$ cat src/rtl/message_hub_router.sv
// message_hub_router: hub above the PU arbitration units.
// Upstream merges the unit out-FIFOs round-robin into one uplink word stream.
// Downstream routes uplink words by header to the unit in-FIFOs, and counts
// the words it drops because their header names no port.
// Each direction has a one-entry register buffer.

// Per-port strobe decode: a port pops when it holds the grant and pushes when
// it is the destination of the buffered downstream word.
module message_hub_router_lane #(
    parameter int PW  = 2,
    parameter int HW  = 4,
    parameter int IDX = 0
) (
    input  logic          pop_en,
    input  logic [PW-1:0] gnt_idx,
    input  logic          push_en,
    input  logic [HW-1:0] dest,
    output logic          pop,
    output logic          push
);
    assign pop  = pop_en  && (gnt_idx == PW'(IDX));
    assign push = push_en && (dest == HW'(IDX));
endmodule

module message_hub_router #(
    parameter int PORT_COUNT       = 4,
    parameter int FINAL_FIFO_WIDTH = 32,
    parameter int HEADER_WIDTH     = 4,
    parameter int DROP_CNT_WIDTH   = 16
) (
    input  logic                                   clk,
    input  logic                                   reset,
    input  logic [PORT_COUNT*FINAL_FIFO_WIDTH-1:0] port_out_data,
    input  logic [PORT_COUNT-1:0]                  port_out_valid,
    output logic [PORT_COUNT-1:0]                  port_out_ready,
    output logic [PORT_COUNT*FINAL_FIFO_WIDTH-1:0] port_in_data,
    output logic [PORT_COUNT-1:0]                  port_in_valid,
    input  logic [PORT_COUNT-1:0]                  port_in_ready,
    output logic [FINAL_FIFO_WIDTH-1:0]            up_data,
    output logic                                   up_valid,
    input  logic                                   up_ready,
    input  logic [FINAL_FIFO_WIDTH-1:0]            down_data,
    input  logic                                   down_valid,
    output logic                                   down_ready,
    output logic [DROP_CNT_WIDTH-1:0]              drop_count,
    output logic                                   has_flying_messages
);
    localparam int FFW = FINAL_FIFO_WIDTH;
    localparam int PW  = (PORT_COUNT > 1) ? $clog2(PORT_COUNT) : 1;
    // Scan index carries one extra bit so rr_ptr + k never overflows before the wrap.
    localparam logic [PW:0]   PC_W = (PW+1)'(PORT_COUNT);
    localparam logic [PW-1:0] LAST = PW'(PORT_COUNT - 1);

    logic [PW-1:0]           rr_ptr;
    logic [PW-1:0]           gnt_idx;
    logic [PW:0]             scan_idx;
    logic                    gnt_found;
    logic [FFW-1:0]          gnt_word;
    logic                    up_load;
    logic                    pop_en;

    logic [FFW-1:0]          buf_data;
    logic                    buf_valid;
    logic                    buf_leaving;
    logic [HEADER_WIDTH-1:0] dest;
    logic                    dest_ok;
    logic                    push_en;

    // Up register can take a new word when empty or draining this cycle.
    assign up_load = !up_valid || up_ready;
    assign pop_en  = up_load && gnt_found && !reset;

    // First valid port at or after rr_ptr, wrapping explicitly for non-power-of-2 counts.
    always_comb begin
        gnt_found = 1'b0;
        gnt_idx   = '0;
        scan_idx  = '0;
        for (int k = 0; k < PORT_COUNT; k++) begin
            scan_idx = {1'b0, rr_ptr} + (PW+1)'(k);
            if (scan_idx >= PC_W) scan_idx = scan_idx - PC_W;
            if (!gnt_found && port_out_valid[scan_idx[PW-1:0]]) begin
                gnt_found = 1'b1;
                gnt_idx   = scan_idx[PW-1:0];
            end
        end
    end

    // Select the granted unit's word.
    always_comb begin
        gnt_word = '0;
        for (int i = 0; i < PORT_COUNT; i++)
            if (gnt_idx == PW'(i)) gnt_word = port_out_data[i*FFW +: FFW];
    end

    assign dest    = buf_data[FFW-1 -: HEADER_WIDTH];
    assign dest_ok = int'({1'b0, dest}) < PORT_COUNT;
    assign push_en = buf_valid && dest_ok && !reset;

    for (genvar g = 0; g < PORT_COUNT; g++) begin : g_lane
        message_hub_router_lane #(.PW(PW), .HW(HEADER_WIDTH), .IDX(g)) u_lane (
            .pop_en  (pop_en),
            .gnt_idx (gnt_idx),
            .push_en (push_en),
            .dest    (dest),
            .pop     (port_out_ready[g]),
            .push    (port_in_valid[g])
        );
    end

    // A bad-header word leaves unconditionally; a good one waits for its target.
    assign buf_leaving  = buf_valid && (!dest_ok || |(port_in_valid & port_in_ready));
    // Nothing is accepted during reset since it would be discarded anyway.
    assign down_ready   = !reset && (!buf_valid || buf_leaving);
    assign port_in_data = {PORT_COUNT{buf_data}};

    assign has_flying_messages = |port_out_valid || up_valid || buf_valid || down_valid;

    // Upstream register and round-robin pointer.
    always_ff @(posedge clk) begin
        if (reset) begin
            up_valid <= 1'b0;
            up_data  <= '0;
            rr_ptr   <= '0;
        end else if (up_load) begin
            if (gnt_found) begin
                up_data  <= gnt_word;
                up_valid <= 1'b1;
                rr_ptr   <= (gnt_idx == LAST) ? '0 : gnt_idx + PW'(1);
            end else begin
                up_valid <= 1'b0;
            end
        end
    end

    // Downstream one-entry buffer; refill takes priority over the leaving word.
    always_ff @(posedge clk) begin
        if (reset) begin
            buf_valid <= 1'b0;
            buf_data  <= '0;
        end else if (down_valid && down_ready) begin
            buf_valid <= 1'b1;
            buf_data  <= down_data;
        end else if (buf_leaving) begin
            buf_valid <= 1'b0;
        end
    end

    // Saturating count of words dropped for an out-of-range header.
    always_ff @(posedge clk) begin
        if (reset)
            drop_count <= '0;
        else if (buf_valid && !dest_ok && drop_count != '1)
            drop_count <= drop_count + DROP_CNT_WIDTH'(1);
    end
endmodule

$ cat config.mk
export PLATFORM = sky130hd
export DESIGN_NAME = message_hub_router
export DESIGN_NICKNAME = d
export VERILOG_FILES = /design/src/rtl/message_hub_router.sv
export SDC_FILE = /design/constraint.sdc
export NUM_CORES = 1
export LEC_CHECK = 0
export CORE_AREA = 2 2 139 141
export CTS_CLUSTER_DIAMETER = 200
export DETAILED_ROUTE_END_ITERATION = 12
export DIE_AREA = 0 0 141 143
export PLACE_DENSITY = 0.7
export SETUP_SLACK_MARGIN = 0.5
export SLEW_MARGIN = 10
export SYNTH_ARGS = -nofsm -noshare
export SYNTH_HDL_FRONTEND = slang
export SYNTH_SLANG_ARGS = --single-unit
$ cat constraint.sdc
create_clock -name clk -period 3 [get_ports clk]
set_input_delay 0.45 -clock clk [delete_from_list [all_inputs] [get_ports clk]]
set_output_delay 0.45 -clock clk [all_outputs]
set_load 0.02 [all_outputs]
==> results.py <==
metrics = {
    "route": {
        "drt_iter0_markers": 155,
        "route.vias.total": 5502,
        "wire_per_inst_microns": 16.8,
        "drtPass1Iterations": 5,
        "drtAntennaViolNets": 0,
        "vias_per_cell": 4.84,
        "drt-total-wl_microns": 19100,
        "drc": 0,
    },
    "synthesis": {
        "ys_seq_area_frac": 0.293,
        "synth.distinct_cells": 47,
        "synthArstFlopShare": 0,
        "ys_top_cells_by_count": "buf_4 (105), dfxtp_1 (84), nand2b_1 (66), nand2_1 (44), nor2_1 (44)",
        "yosysTopAreaCell": "dfxtp_1",
        "synth_area_leaders": "dfxtp_1 (29%), buf_4 (14%), nand2b_1 (7.2%), mux2i_1 (5.6%), nor3_2 (5.6%)",
        "synth_edf_count": 0,
        "synth_top_flop_cell": "dfxtp_1",
        "synth_top_area_frac": 0.293,
        "synthCells": 659,
        "syn-num-nets": 836,
        "ys_ff_latch": 84,
        "yosysWarnings": 0,
        "yosysMostFrequentCell": "buf_4",
        "syn_area_per_cell_sq_um": 8.70,
        "synth_area_sq_um": 5730,
    },
    "final_layout": {
        "diodes": 0,
        "finalNetCount": 1074,
        "layout-drive-gt1-share": 0.113,
        "utilization": 0.492,
        "synthToLayoutAreaGrowth_pct": 59.3,
        "final_area_sq_um": 9140,
    },
    "floorplanning": {
        "die_h_microns": 143,
        "rows": 50,
        "start_util": 0.309,
        "num_io_pins": 359,
        "core_sq_um": 18600,
        "dieArea_sq_um": 20200,
        "die_w_microns": 141,
    },
    "sta": {
        "period_share": 0.808,
        "relSlewSlack": 0.520,
        "hold_slack_ns": 0.493,
        "finClkSkew_ns": 0.00907,
        "hold_viol_final": 0,
        "max_freq_mhz": 413,
        "fin_ws_ns": 0.577,
        "finalSetupViolCount": 0,
        "drv_slew": 0,
        "tightest_slew_ns": 0.720,
        "final.min_clock_period_ns": 2.42,
        "rsz0062_at_grt": "yes",
    },
    "power": {
        "p_leak_nw": 3.38,
        "p_per_area_nw_per_um2": 476,
        "irDropWorstVdd_mv": 0.273,
        "power.total_w": 0.00435,
    },
    "placement": {
        "placed_cell_area_sq_um": 8660,
        "place_congestion": 0.779,
        "io_buffers": 358,
        "place_hpwl_microns": 14100,
        "preCtsSetupSlack_ns": -0.130,
    },
    "clock_network": {
        "ctsHoldBuffers": 0,
        "h-tree-depth": 3,
        "ctsLongestPathBuffers": 2,
        "clkLatencyLatePin_ns": 0.34,
        "cts_made_buffers": 9,
        "clk_pin_slew_ns": 0.06,
        "cts_tree": "done",
        "clockRootBuffer": "clkbuf_16",
        "clkSinkCount": 84,
    },
    "setup_path": {
        "path_max_fanout": 4,
        "cp.arrival_ns": 1.97,
        "r2r_end": "up_data[28]",
        "end_kind": "primary output",
        "timing.critical_path.from_type": "primary input",
        "worstSetupPathType": "primary input to primary output",
        "r2r.worst_path.cells": 12,
        "crit_required_ns": 2.55,
        "rrSetupSlack_ns": 0.60,
        "r2r_start": "rr_ptr[1]",
    },
    "min_path": {
        "hold_class": "register to register",
        "whs_path_depth": 2,
        "holdCritStartpoint": "up_data[13]",
        "hold_end": "up_data[13]",
    },
    "global_routing": {
        "grt_pass1_wl_microns": 28600,
        "grt_max_degree": 68,
        "antenna_found_initial": 0,
        "grt.total_usage": 0.180,
        "grt_pass1_vias": 5245,
        "grt.overflow.total": 0,
    },
    "job": {
        "maxCapViolCount": 0,
    },
    "run_status": {
        "status": "finished clean",
    },
}
==> flip-flops by register name, summed over array words and instances, names as in the netlist <==
register / flops
drop_count: 16
up_valid: 1
rr_ptr: 2
up_data: 32
buf_data: 32
buf_valid: 1
==> cells in the final DEF, fill, tap and decap left out, types with 3 or more instances in the layout <==
cell type and n:
clkbuf_16 10, nand4_1 5, o311a_1 32, nor3_2 32
nor3_1 4, nor3b_1 4, inv_1 4, clkdlybuf4s50_1 343
nor2_1 44, nand2b_1 66, a221oi_1 31, buf_4 18
nor2b_1 39, o21ai_0 8, buf_12 3, nand2_1 44
ha_2 3, dlygate4sd2_1 7, dfxtp_1 81, dfxtp_2 3
nand3_1 6, nor4_1 5, o31ai_1 4, or4_1 5
mux2i_1 32, mux2_2 6, a21oi_1 13, or3_1 7
==> worst max path at each step <==
stage / startpoint / end / cells after the start
3_3_place_gp: port_out_valid[1] / port_out_ready[1] / 7
5_1_grt: rr_ptr[1] / up_data[1] / 12
2_1_floorplan: port_out_valid[2] / port_out_ready[3] / 8
6_report: port_out_valid[1] / has_flying_messages / 4
4_1_cts: port_out_valid[0] / up_data[5] / 13
3_5_place_dp: port_out_valid[1] / port_out_ready[3] / 7
==> critical path: stages <==
cell and delay [ns]:
dlygate4sd2_1 0.27, or4_4 0.53, or4_1 0.39, dlygate4sd2_1 0.33
==> cells by family after synthesis <==
family,share of synthesized area
fa+ha+maj,0.0109
flops,0.293
mux,0.0703
buf+inv,0.194
simple gates,0.287
compound gates,0.145
==> what timing repair did <==
action,4_1_cts,5_1_grt
endpoints found under the setup margin,40,38
resized for setup,34,13
setup buffers,5,1
pin swaps,25,12
endpoints found under the hold margin,0,0
gates cloned,2,1
==> area by class of cell <==
cell class	count	area, sq um
Clock buffer	10	229
Sequential cell	84	1690
Timing Repair Buffer	381	3840
Fill cell	1792	9450
Inverter	5	18.8
Multi-Input combinational cell	416	2980
Tap cell	234	293
Clock inverter	6	87.6
==> stage by stage <==
| step | instances | setup TNS [ns] |
|---|---|---|
| after global routing | 1136 | 0 |
| final | 1136 | 0 |
| after global placement | 1111 | -0.247 |
| after CTS | 1134 | 0 |
| after floorplan | 659 | 0 |
| after detailed placement | 1111 | -0.712 |
==> routing by layer <==
metal | global-route usage | share of wire | wire length [microns]
met5 | 0 | 0 | 0
met2 | 0.320 | 0.50 | 9610
met1 | 0.208 | 0.40 | 7660
met3 | 0.0580 | 0.079 | 1510
met4 | 0.0489 | 0.014 | 274
==> where the power goes <==
part / switching (W) / internal, W
Sequential: 0.0000968 / 0.00123
Clock: 0.000471 / 0.000732
Combinational: 0.000850 / 0.000969
No activity file was read; power rests on OpenSTA's default activity.
